$ cat src/rtl/stack_op_sequencer_pkg.sv
// Shared types and constants for the stack instruction sequencer.
// Op encoding, M-cycle lengths and incrementer direction codes.
package stack_op_sequencer_pkg;

    typedef enum logic [2:0] {
        OP_POP   = 3'd0,
        OP_PUSH  = 3'd1,
        OP_RET   = 3'd2,
        OP_RETI  = 3'd3,
        OP_RETCC = 3'd4,
        OP_RST   = 3'd5
    } stack_op_e;

    typedef enum logic {
        ST_IDLE,
        ST_RUN
    } seq_state_e;

    localparam int DEF_STEPS    = 4;
    localparam int DEF_PAIRS    = 4;
    localparam int DEF_REG16_W  = 6;
    localparam int DEF_SP_INDEX = 4;
    localparam int DEF_PC_INDEX = 5;
    localparam int MCYC_W       = 3;

    localparam logic [1:0] INC_NONE = 2'b00;
    localparam logic [1:0] INC_UP   = 2'b01;
    localparam logic [1:0] INC_DN   = 2'b10;

    // RET cc runs a single internal M-cycle when the condition fails.
    function automatic logic [MCYC_W-1:0] op_mcycles(
        stack_op_e op,
        logic      cond
    );
        logic [MCYC_W-1:0] n;
        n = MCYC_W'(1);
        case (op)
            OP_POP:   n = MCYC_W'(2);
            OP_PUSH:  n = MCYC_W'(3);
            OP_RET:   n = MCYC_W'(3);
            OP_RETI:  n = MCYC_W'(3);
            OP_RETCC: n = cond ? MCYC_W'(4) : MCYC_W'(1);
            OP_RST:   n = MCYC_W'(3);
            default:  n = MCYC_W'(1);
        endcase
        return n;
    endfunction

endpackage

$ cat src/rtl/stack_op_sequencer_step_counter.sv
// T-step / M-cycle counter with a memory-wait hold on the last step.
// mcycle_end flags the edge where the current M-cycle actually retires.
module stack_step_counter #(
    parameter int STEPS = 4,
    parameter int MW    = 3
) (
    input  logic                     clk,
    input  logic                     rst_n,
    input  logic                     clear,
    input  logic                     run,
    input  logic                     hold,
    output logic [$clog2(STEPS)-1:0] step,
    output logic [MW-1:0]            mcycle,
    output logic                     mcycle_end
);

    localparam int SW = $clog2(STEPS);

    logic step_last;

    assign step_last  = (step == SW'(STEPS - 1));
    assign mcycle_end = run & step_last & ~hold;

    always_ff @(posedge clk or negedge rst_n) begin
        if (!rst_n) begin
            step   <= '0;
            mcycle <= '0;
        end else if (clear) begin
            step   <= '0;
            mcycle <= '0;
        end else if (run && !(step_last && hold)) begin
            step <= step + 1'b1;
            if (step_last) begin
                mcycle <= mcycle + 1'b1;
            end
        end
    end

endmodule

$ cat src/rtl/stack_op_sequencer.sv
// Microcode sequencer for SP-relative ops: POP, PUSH, RET, RETI, RET cc, RST.
// Outputs are a combinational decode of the latched op and step counters.
module stack_op_sequencer
    import stack_op_sequencer_pkg::*;
#(
    parameter int STEPS_PER_MCYCLE = DEF_STEPS,
    parameter int PAIR_COUNT       = DEF_PAIRS,
    parameter int REG16_W          = DEF_REG16_W,
    parameter int SP_INDEX         = DEF_SP_INDEX,
    parameter int PC_INDEX         = DEF_PC_INDEX
) (
    input  logic                          i_Clk,
    input  logic                          i_Reset_n,
    input  logic                          i_Start,
    input  logic [2:0]                    i_Op,
    input  logic [PAIR_COUNT-1:0]         i_P,
    input  logic [2:0]                    i_Rst_Vec,
    input  logic                          i_Cond,
    input  logic                          i_Wait,
    output logic                          o_Busy,
    output logic                          o_Done,
    output logic                          o_IR_Fetch,
    output logic [2*(PAIR_COUNT-1)-1:0]   o_Write8,
    output logic [2*(PAIR_COUNT-1)-1:0]   o_Read8,
    output logic [1:0]                    o_WriteALU8,
    output logic [1:0]                    o_ReadALU8,
    output logic [1:0]                    o_WritePC8,
    output logic [1:0]                    o_ReadPC8,
    output logic [REG16_W-1:0]            o_Read16,
    output logic [REG16_W-1:0]            o_Write16,
    output logic                          o_Bus_In,
    output logic                          o_Bus_Out,
    output logic                          o_Address_Out,
    output logic [1:0]                    o_Increment16,
    output logic                          o_Load_Vector,
    output logic [15:0]                   o_Vector,
    output logic                          o_IME_Set
);

    localparam int SW = $clog2(STEPS_PER_MCYCLE);

    seq_state_e              state;
    stack_op_e               op_q;
    logic [PAIR_COUNT-1:0]   p_q;
    logic [2:0]              vec_q;
    logic                    cond_q;

    logic [SW-1:0]           step;
    logic [MCYC_W-1:0]       mcycle;
    logic                    mcycle_end;

    logic                    run;
    logic                    start_ok;
    logic                    done;
    logic                    first_step;
    logic                    cond_eff;
    logic [MCYC_W-1:0]       total;
    logic                    is_last_m;
    logic [MCYC_W-1:0]       seq_m;

    logic                    is_pop;
    logic                    is_push;
    logic                    is_ret;
    logic                    pc_data;
    logic                    af;
    logic                    t0;
    logic                    t1;

    logic [1:0]              wr2;
    logic [1:0]              rd2;
    logic                    mem;
    logic                    bus_in;
    logic                    bus_out;
    logic                    sp_wr;
    logic                    pc_wr;
    logic                    ld_vec;
    logic [1:0]              inc;

    assign run        = (state == ST_RUN);
    assign start_ok   = (state == ST_IDLE) & i_Start;
    assign first_step = (mcycle == '0) & (step == '0);

    // The RET cc condition is live on its sampling step, latched afterwards.
    assign cond_eff  = first_step ? i_Cond : cond_q;
    assign total     = op_mcycles(op_q, cond_eff);
    assign is_last_m = (mcycle == total - MCYC_W'(1));
    assign done      = run & is_last_m & mcycle_end;

    stack_step_counter #(
        .STEPS (STEPS_PER_MCYCLE),
        .MW    (MCYC_W)
    ) u_cnt (
        .clk        (i_Clk),
        .rst_n      (i_Reset_n),
        .clear      (start_ok | done),
        .run        (run),
        .hold       (i_Wait),
        .step       (step),
        .mcycle     (mcycle),
        .mcycle_end (mcycle_end)
    );

    always_ff @(posedge i_Clk or negedge i_Reset_n) begin
        if (!i_Reset_n) begin
            state  <= ST_IDLE;
            op_q   <= OP_POP;
            p_q    <= '0;
            vec_q  <= '0;
            cond_q <= 1'b0;
        end else begin
            unique case (state)
                ST_IDLE: begin
                    if (i_Start) begin
                        state  <= ST_RUN;
                        op_q   <= stack_op_e'(i_Op);
                        p_q    <= i_P;
                        cond_q <= 1'b0;
                        if (i_Op == OP_RST) begin
                            vec_q <= i_Rst_Vec;
                        end
                    end
                end
                ST_RUN: begin
                    if (op_q == OP_RETCC && first_step) begin
                        cond_q <= i_Cond;
                    end
                    if (done) begin
                        state <= ST_IDLE;
                    end
                end
                default: state <= ST_IDLE;
            endcase
        end
    end

    assign is_pop  = (op_q == OP_POP);
    assign is_push = (op_q == OP_PUSH) | (op_q == OP_RST);
    assign is_ret  = (op_q == OP_RET) | (op_q == OP_RETI) |
                     ((op_q == OP_RETCC) & (mcycle != '0));
    assign pc_data = is_ret | (op_q == OP_RST);
    assign af      = p_q[PAIR_COUNT-1];
    assign t0      = (step == SW'(0));
    assign t1      = (step == SW'(1));
    assign seq_m   = (op_q == OP_RETCC) ? mcycle - MCYC_W'(1) : mcycle;

    always_comb begin
        wr2     = 2'b00;
        rd2     = 2'b00;
        mem     = 1'b0;
        bus_in  = 1'b0;
        bus_out = 1'b0;
        sp_wr   = 1'b0;
        pc_wr   = 1'b0;
        ld_vec  = 1'b0;
        inc     = INC_NONE;
        if (run) begin
            unique case (1'b1)
                is_pop: begin
                    if (t0) begin
                        mem    = 1'b1;
                        bus_in = 1'b1;
                        wr2    = (mcycle == '0) ? 2'b01 : 2'b10;
                    end
                    if (t1) begin
                        sp_wr = 1'b1;
                        inc   = INC_UP;
                    end
                end
                is_push: begin
                    if (t0 && mcycle != '0) begin
                        mem     = 1'b1;
                        bus_out = 1'b1;
                        rd2     = (mcycle == MCYC_W'(1)) ? 2'b10 : 2'b01;
                    end
                    if (t1 && mcycle != MCYC_W'(2)) begin
                        sp_wr = 1'b1;
                        inc   = INC_DN;
                    end
                    if (t1 && mcycle == MCYC_W'(2) && op_q == OP_RST) begin
                        ld_vec = 1'b1;
                    end
                end
                is_ret: begin
                    if (seq_m == MCYC_W'(2)) begin
                        pc_wr = t0;
                    end else begin
                        if (t0) begin
                            mem    = 1'b1;
                            bus_in = 1'b1;
                            wr2    = (seq_m == '0) ? 2'b01 : 2'b10;
                        end
                        if (t1) begin
                            sp_wr = 1'b1;
                            inc   = INC_UP;
                        end
                    end
                end
                default: ;
            endcase
        end
    end

    always_comb begin
        o_Write8    = '0;
        o_Read8     = '0;
        o_WriteALU8 = 2'b00;
        o_ReadALU8  = 2'b00;
        o_WritePC8  = 2'b00;
        o_ReadPC8   = 2'b00;
        o_Read16    = '0;
        o_Write16   = '0;
        if (pc_data) begin
            o_WritePC8 = wr2;
            o_ReadPC8  = rd2;
        end else if (af) begin
            o_WriteALU8 = wr2;
            o_ReadALU8  = rd2;
        end else begin
            for (int i = 0; i < PAIR_COUNT - 1; i++) begin
                if (p_q[i]) begin
                    o_Write8[2*i +: 2] = wr2;
                    o_Read8[2*i +: 2]  = rd2;
                end
            end
        end
        o_Read16[SP_INDEX]  = mem;
        o_Write16[SP_INDEX] = sp_wr;
        o_Write16[PC_INDEX] = pc_wr;
    end

    assign o_Busy        = run;
    assign o_Done        = done;
    assign o_IR_Fetch    = run & is_last_m;
    assign o_Bus_In      = bus_in;
    assign o_Bus_Out     = bus_out;
    assign o_Address_Out = mem;
    assign o_Increment16 = inc;
    assign o_Load_Vector = ld_vec;
    assign o_Vector      = {10'b0, vec_q, 3'b000};
    assign o_IME_Set     = done & (op_q == OP_RETI);

endmodule

$ cat config.mk
export PLATFORM = sky130hd
export DESIGN_NAME = stack_op_sequencer
export DESIGN_NICKNAME = d
export VERILOG_FILES = /design/src/rtl/stack_op_sequencer_pkg.sv /design/src/rtl/stack_op_sequencer_step_counter.sv /design/src/rtl/stack_op_sequencer.sv
export SDC_FILE = /design/constraint.sdc
export NUM_CORES = 1
export LEC_CHECK = 0
export BUFFER_PORTS_ARGS = -buffer_cell sky130_fd_sc_hd__buf_2
export CAP_MARGIN = 20
export CORE_MARGIN = 2
export CORE_UTILIZATION = 49
export CTS_BUF_LIST = sky130_fd_sc_hd__clkbuf_4
export DETAILED_ROUTE_END_ITERATION = 10
export GPL_ROUTABILITY_DRIVEN = 0
export PLACE_DENSITY_LB_ADDON = 0.25
export SYNTH_ARGS = -nofsm -noshare
export SYNTH_HDL_FRONTEND = slang
export SYNTH_HIERARCHICAL = 1
export SYNTH_SLANG_ARGS = --single-unit
$ cat constraint.sdc
create_clock -name i_Clk -period 3.75 [get_ports i_Clk]
set_input_delay 0.5625 -clock i_Clk [delete_from_list [all_inputs] [get_ports i_Clk]]
set_output_delay 0.5625 -clock i_Clk [all_outputs]
set_load 0.1 [all_outputs]
==> results.yml, run 1 <==
clocking:
  numCtsBuffers: 3
  clkSlewWorstSetupHoldPaths_ns: 0.10
  insertion_delay_ns: 0.29
  hold_buffers: 0
  clockBufferDepth: 2
  cts_sinks: 17
  htree_levels: 1
  clock-root-buffer: "clkbuf_4"
  cts_tree: "yes"
grt:
  grt.total_usage_pct: 17.44
  grt_pass1_wl_mm: 4.995
  grt_max_degree: 18
  grt_pass1_vias: 1121
  gr-total-overflow: 0
  grt_antenna_before_repair: 0
synth:
  synth-edff-count: 0
  ys_seq_area_share_pct: 26.48
  ys_async_sr_fraction_pct: 100.0
  synth_top_area_share_pct: 26.48
  syn_inst: 190
  ys_types: 43
  synth_area_leaders: "dfrtp_1 26%, buf_4 12%, mux2_2 7.7%"
  synthFlopType: "dfrtp_1"
  synth_top_area_cell: "dfrtp_1"
  avgSynthCellArea_um2: 8.455
  ys_seq_elements: 17
  yosys_warnings: 6
  synth.cell_area_mm2: 0.001607
worst_setup_path:
  crit_type: "reg2out"
  cpPeakStageDelay_ns: 0.48
  critPathLaunchType: "flip-flop"
  end_kind: "output port"
  worstPathArrival_ns: 2.98
  path_common_cell: "and2_1"
  slowest_stage: "dfrtp_2"
  path_cells: "inv_1, ha_2, nor4b_4, mux2i_2, and2_1, ha_1, xor2_1, and2_1, nand4_1, nor2_2, buf_12"
  crit_required_ns: 3.19
  rr_worst_depth: 12
  crit_path_max_fanout: 9
cells_and_area:
  drive_gt1_share_pct: 41.35
  area_delta_synth_final_pct: 18.15
  instances_no_fill: 281
  layout.nets: 260
  fill_cells: 288
  antennaDiodeCount: 0
timing:
  hold_violations: 0
  fin_tns_setup_ns: 0
  setup_viol: 0
  slew_headroom_pct: 41.32
  fmax_mhz: 282.1
  worst_slack_ns: 0.2046
  rsz0062_at_grt: "false"
  timing_worst_slew_pin_value_ns: 0.8709
  fin_crit_sh_pct: 94.54
  period_needed_ns: 3.545
  slew_viol_final: 0
  skew_ns: 0.002791
routing:
  vias: 1385
  antenna_left: 0
  first_pass_iters: 4
  avgViaCountPerCell: 4.929
  drt_iter0_drc: 48
  wl_per_cell_um: 11.80
  drc_errors: 0
  routed_wl_mm: 3.317
placed_design:
  portBuffers: 50
  dp.cells: 275
  pre_cts_ws_ns: 0.2886
  place_hpwl_mm: 2.691
floorplan:
  core_area_mm2: 0.003078
  fp.dieArea_mm2: 0.003753
  die_h_um: 61.26
  io_pins: 73
  start_util_pct: 52.20
  row_count: 20
  die_x_um: 61.26
flow_run:
  maxCapViolations: 0
outcome:
  status: "finished, final reports clean"
hold_path:
  hp-class: "in2async"
## critical path: cells and delay by family (launching register included)
family	cells	cell delay, ns
and+or+nand+nor	5	1.01
DFF	1	0.48
adders and majority gates	2	0.46
buffers and inverters	2	0.35
muxes	1	0.28
xor gates and xnor gates	1	0.12
## final cells by class
cell class / instances / area [µm²] / share of cell area (%)
Timing Repair Buffer: 54 / 301.5 / 15.89
Tap cell: 44 / 55.05 / 2.900
Multi-Input combinational cell: 156 / 1065 / 56.10
Clock buffer: 3 / 22.52 / 1.187
Sequential cell: 17 / 426.7 / 22.48
Inverter: 6 / 22.52 / 1.187
Clock inverter: 1 / 5.005 / 0.2637
## per-layer routing
metal | global-route usage (%) | wire (µm)
met3 | 1.471 | 173
met2 | 27.20 | 1521
met1 | 24.67 | 1571
met4 | 7.764 | 51
met5 | 0 | 0
## sequential cells by signal, indices dropped and copies added (netlist names)
signal,count
p_q,4
u_cnt/mcycle,3
op_q,3
cond_q,1
vec_q,3
o_Busy,1
u_cnt/step,2
## Yosys cell counts, types with 3 or more instances
master and instances:
nand2_1 12, xnor2_1 3, mux2i_1 5, inv_1 6, buf_4 25, nor3_1 4, nor2b_1 13, mux2_2 11
clkbuf_1 5, ha_1 7, nor2_1 32, nand2b_1 5, o21ai_0 4, dfrtp_1 17, a21oi_1 4
## cell families after synthesis
family / Yosys count / synth area share [%]
other cells: 1 / 0.2334
mux: 18 / 12.46
buf+inv: 38 / 15.26
flops: 17 / 26.48
xor+xnor: 4 / 2.181
simple gates: 88 / 30.22
fa+ha+maj: 7 / 5.451
compound gates: 17 / 7.710
## through the flow
step	cell area [µm²]	hold slack, ns	util, %
floorplan	1729	0.2669	-
global placement	1842	0.4918	59.84
detailed placement	1842	0.4869	59.84
CTS	1872	0.1816	60.81
global route	1898	0.1946	61.67
finish	1898	0.1757	61.67
## timing repair
item,CTS,global route
setup buffers,0,2
gates resized for setup,1,4
gates cloned,0,0
pin swaps,0,2
setup endpoints to repair,1,3
## path summary, 6_finish.rpt
path / from / to / slack (ns)
setup / recovery: u_cnt/mcycle[0] / o_IME_Set / 0.20
hold / removal: i_Reset_n / vec_q[1] / 0.18
setup reg to reg: u_cnt/mcycle[0] / u_cnt/mcycle[2] / 0.64
hold reg to reg: p_q[0] / p_q[0] / 0.52
max in group asynchronous: i_Reset_n / u_cnt/mcycle[0] / 3.28
min in group i_Clk: i_Start / o_Busy / 0.48
## layout by cell type (no fill, tap or decap), types with 5 or more instances in the layout
cell / count
nor2_2: 16
conb_1: 22
nor2b_1: 13
nor2_1: 16
inv_1: 6
nand2_1: 12
dfrtp_1: 16
ha_1: 6
nand2b_1: 5
buf_2: 48
mux2_2: 11
Power of run 1 is left out: the tool's default activity adds up to more than one toggle a clock period on the data nets, which glitch-free logic cannot reach.
==> run 2, diff against run 1 <==
==> constraint.sdc (replaced) <==
create_clock -name i_Clk -period 3.75 [get_ports i_Clk]
set_input_delay 0 -clock i_Clk [delete_from_list [all_inputs] [get_ports i_Clk]]
set_output_delay 0 -clock i_Clk [all_outputs]
set_load 0.1 [all_outputs]
==> results.yml, run 2 (synthesis results as in run 1) <==
worst_setup_path:
  end_kind: "output port"
  rr_worst_depth: 12
  worstReg2RegStart: "u_cnt/mcycle[0]"
  crit_required_ns: 3.75
  r2r_slack_ns: 0.59
  crit_type: "reg2out"
  r2r-end: "u_cnt/mcycle[2]"
  critPathLaunchType: "flip-flop"
  crit_path_max_fanout: 9
  worstPathArrival_ns: 3.26
clocking:
  htree_levels: 1
  clkSlewWorstSetupHoldPaths_ns: 0.11
  cts_tree: "yes"
  cts_sinks: 17
  clock-root-buffer: "clkbuf_4"
  post-cts-setup-buffers: 0
  hold_buffers: 13
  clockBufferDepth: 2
  numCtsBuffers: 3
  insertion_delay_ns: 0.30
  post_cts_resized: 0
timing:
  rsz0062_at_grt: "false"
  hold_violations: 0
  fin_tns_setup_ns: 0
  slew_viol_final: 0
  skew_ns: 0.007262
  fin_crit_sh_pct: 87.04
  period_needed_ns: 3.264
  slew_headroom_pct: 55.15
  fmax_mhz: 306.4
  setup_viol: 0
  timing_worst_slew_pin_value_ns: 0.6713
routing:
  wl_per_cell_um: 12.04
  vias: 1418
  routed_wl_mm: 3.493
  avgViaCountPerCell: 4.890
  drt_iter0_drc: 40
  antenna_left: 0
  first_pass_iters: 4
  drc_errors: 0
hold_path:
  hp-class: "in2reg"
  hold_start: "i_Wait"
  hold_depth: 3
  min_to: "u_cnt/step[1]"
cells_and_area:
  mostFrequentLayoutCells: "50 x buf_2, 32 x nor2_1, 22 x conb_1"
  top_register: "p_q"
  area_delta_synth_final_pct: 20.09
  mostFrequentLayoutCell: "buf_2"
  antennaDiodeCount: 0
  largest_reg_flops: 4
  final_util_pct: 62.68
  layout.nets: 269
  final_cell_area_mm2: 0.001929
  drive_gt1_share_pct: 30.49
outcome:
  status: "finished, final reports clean"
placed_design:
  portBuffers: 50
  postPlaceCellArea_mm2: 0.001772
  place_hpwl_mm: 2.620
grt:
  gr-total-overflow: 0
  grt_pass1_wl_mm: 5.402
  grt.total_usage_pct: 19.02
  grt_pass1_vias: 1239
  grt_antenna_before_repair: 0
  grt_max_degree: 18
floorplan:
  core_area_mm2: 0.003078
  die_h_um: 61.26
  row_count: 20
  start_util_pct: 52.20
  fp.dieArea_mm2: 0.003753
  die_x_um: 61.26
  io_pins: 73
flow_run:
  maxCapViolations: 0
run 2: critical path, cell delays in order, from the launching register on:
cell,delay (ns)
dfrtp_1,0.49
inv_1,0.17
ha_1,0.24
nor4b_4,0.31
mux2i_1,0.30
and2_1,0.16
ha_1,0.23
xor2_1,0.14
and2_1,0.15
nand4_1,0.18
nor2_1,0.14
buf_2,0.44
run 2: cell type report:
class                   instances  area (µm²)
fillers                       278        1149
flip-flops and latches         17       425.4
clock buffers                   3       22.52
inverters                       6       22.52
clock inverters                 1       5.005
multi-input cells             156        1018
well taps                      44       55.05
repair buffers                 63       380.4
run 2: metal layers:
layer,GRT usage [%],wire [µm],vias to the layer above
met1,25.76,1609,664
li1,-,-,702
met4,7.453,34,0
met3,1.681,177,4
met2,31.46,1671,48
met5,0,0,-
run 2: how the worst max path moves through the flow:
stage | from | end | slack [ns] | cells past startpoint
CTS | u_cnt/mcycle[0] | o_IME_Set | 0.48 | 11
global placement | u_cnt/mcycle[0] | u_cnt/mcycle[2] | 0.78 | 12
global route | u_cnt/mcycle[0] | o_IME_Set | 0.22 | 11
finish | u_cnt/mcycle[0] | o_IME_Set | 0.49 | 11
detailed placement | u_cnt/mcycle[0] | u_cnt/mcycle[2] | 0.62 | 12
floorplan | o_Busy | o_Write8[0] | 0.31 | 5
run 2: through the flow:
stage,hold WS (ns),worst slack (ns),cells
final,0.02194,0.4860,290
after global routing,0.03580,0.2200,290
after CTS,0.02057,0.4820,290
after detailed placement,-0.05894,0.6183,273
after global placement,-0.05859,0.7841,273
after floorplan,-0.2956,0.3104,211
Power of run 2 is left out for the same reason.
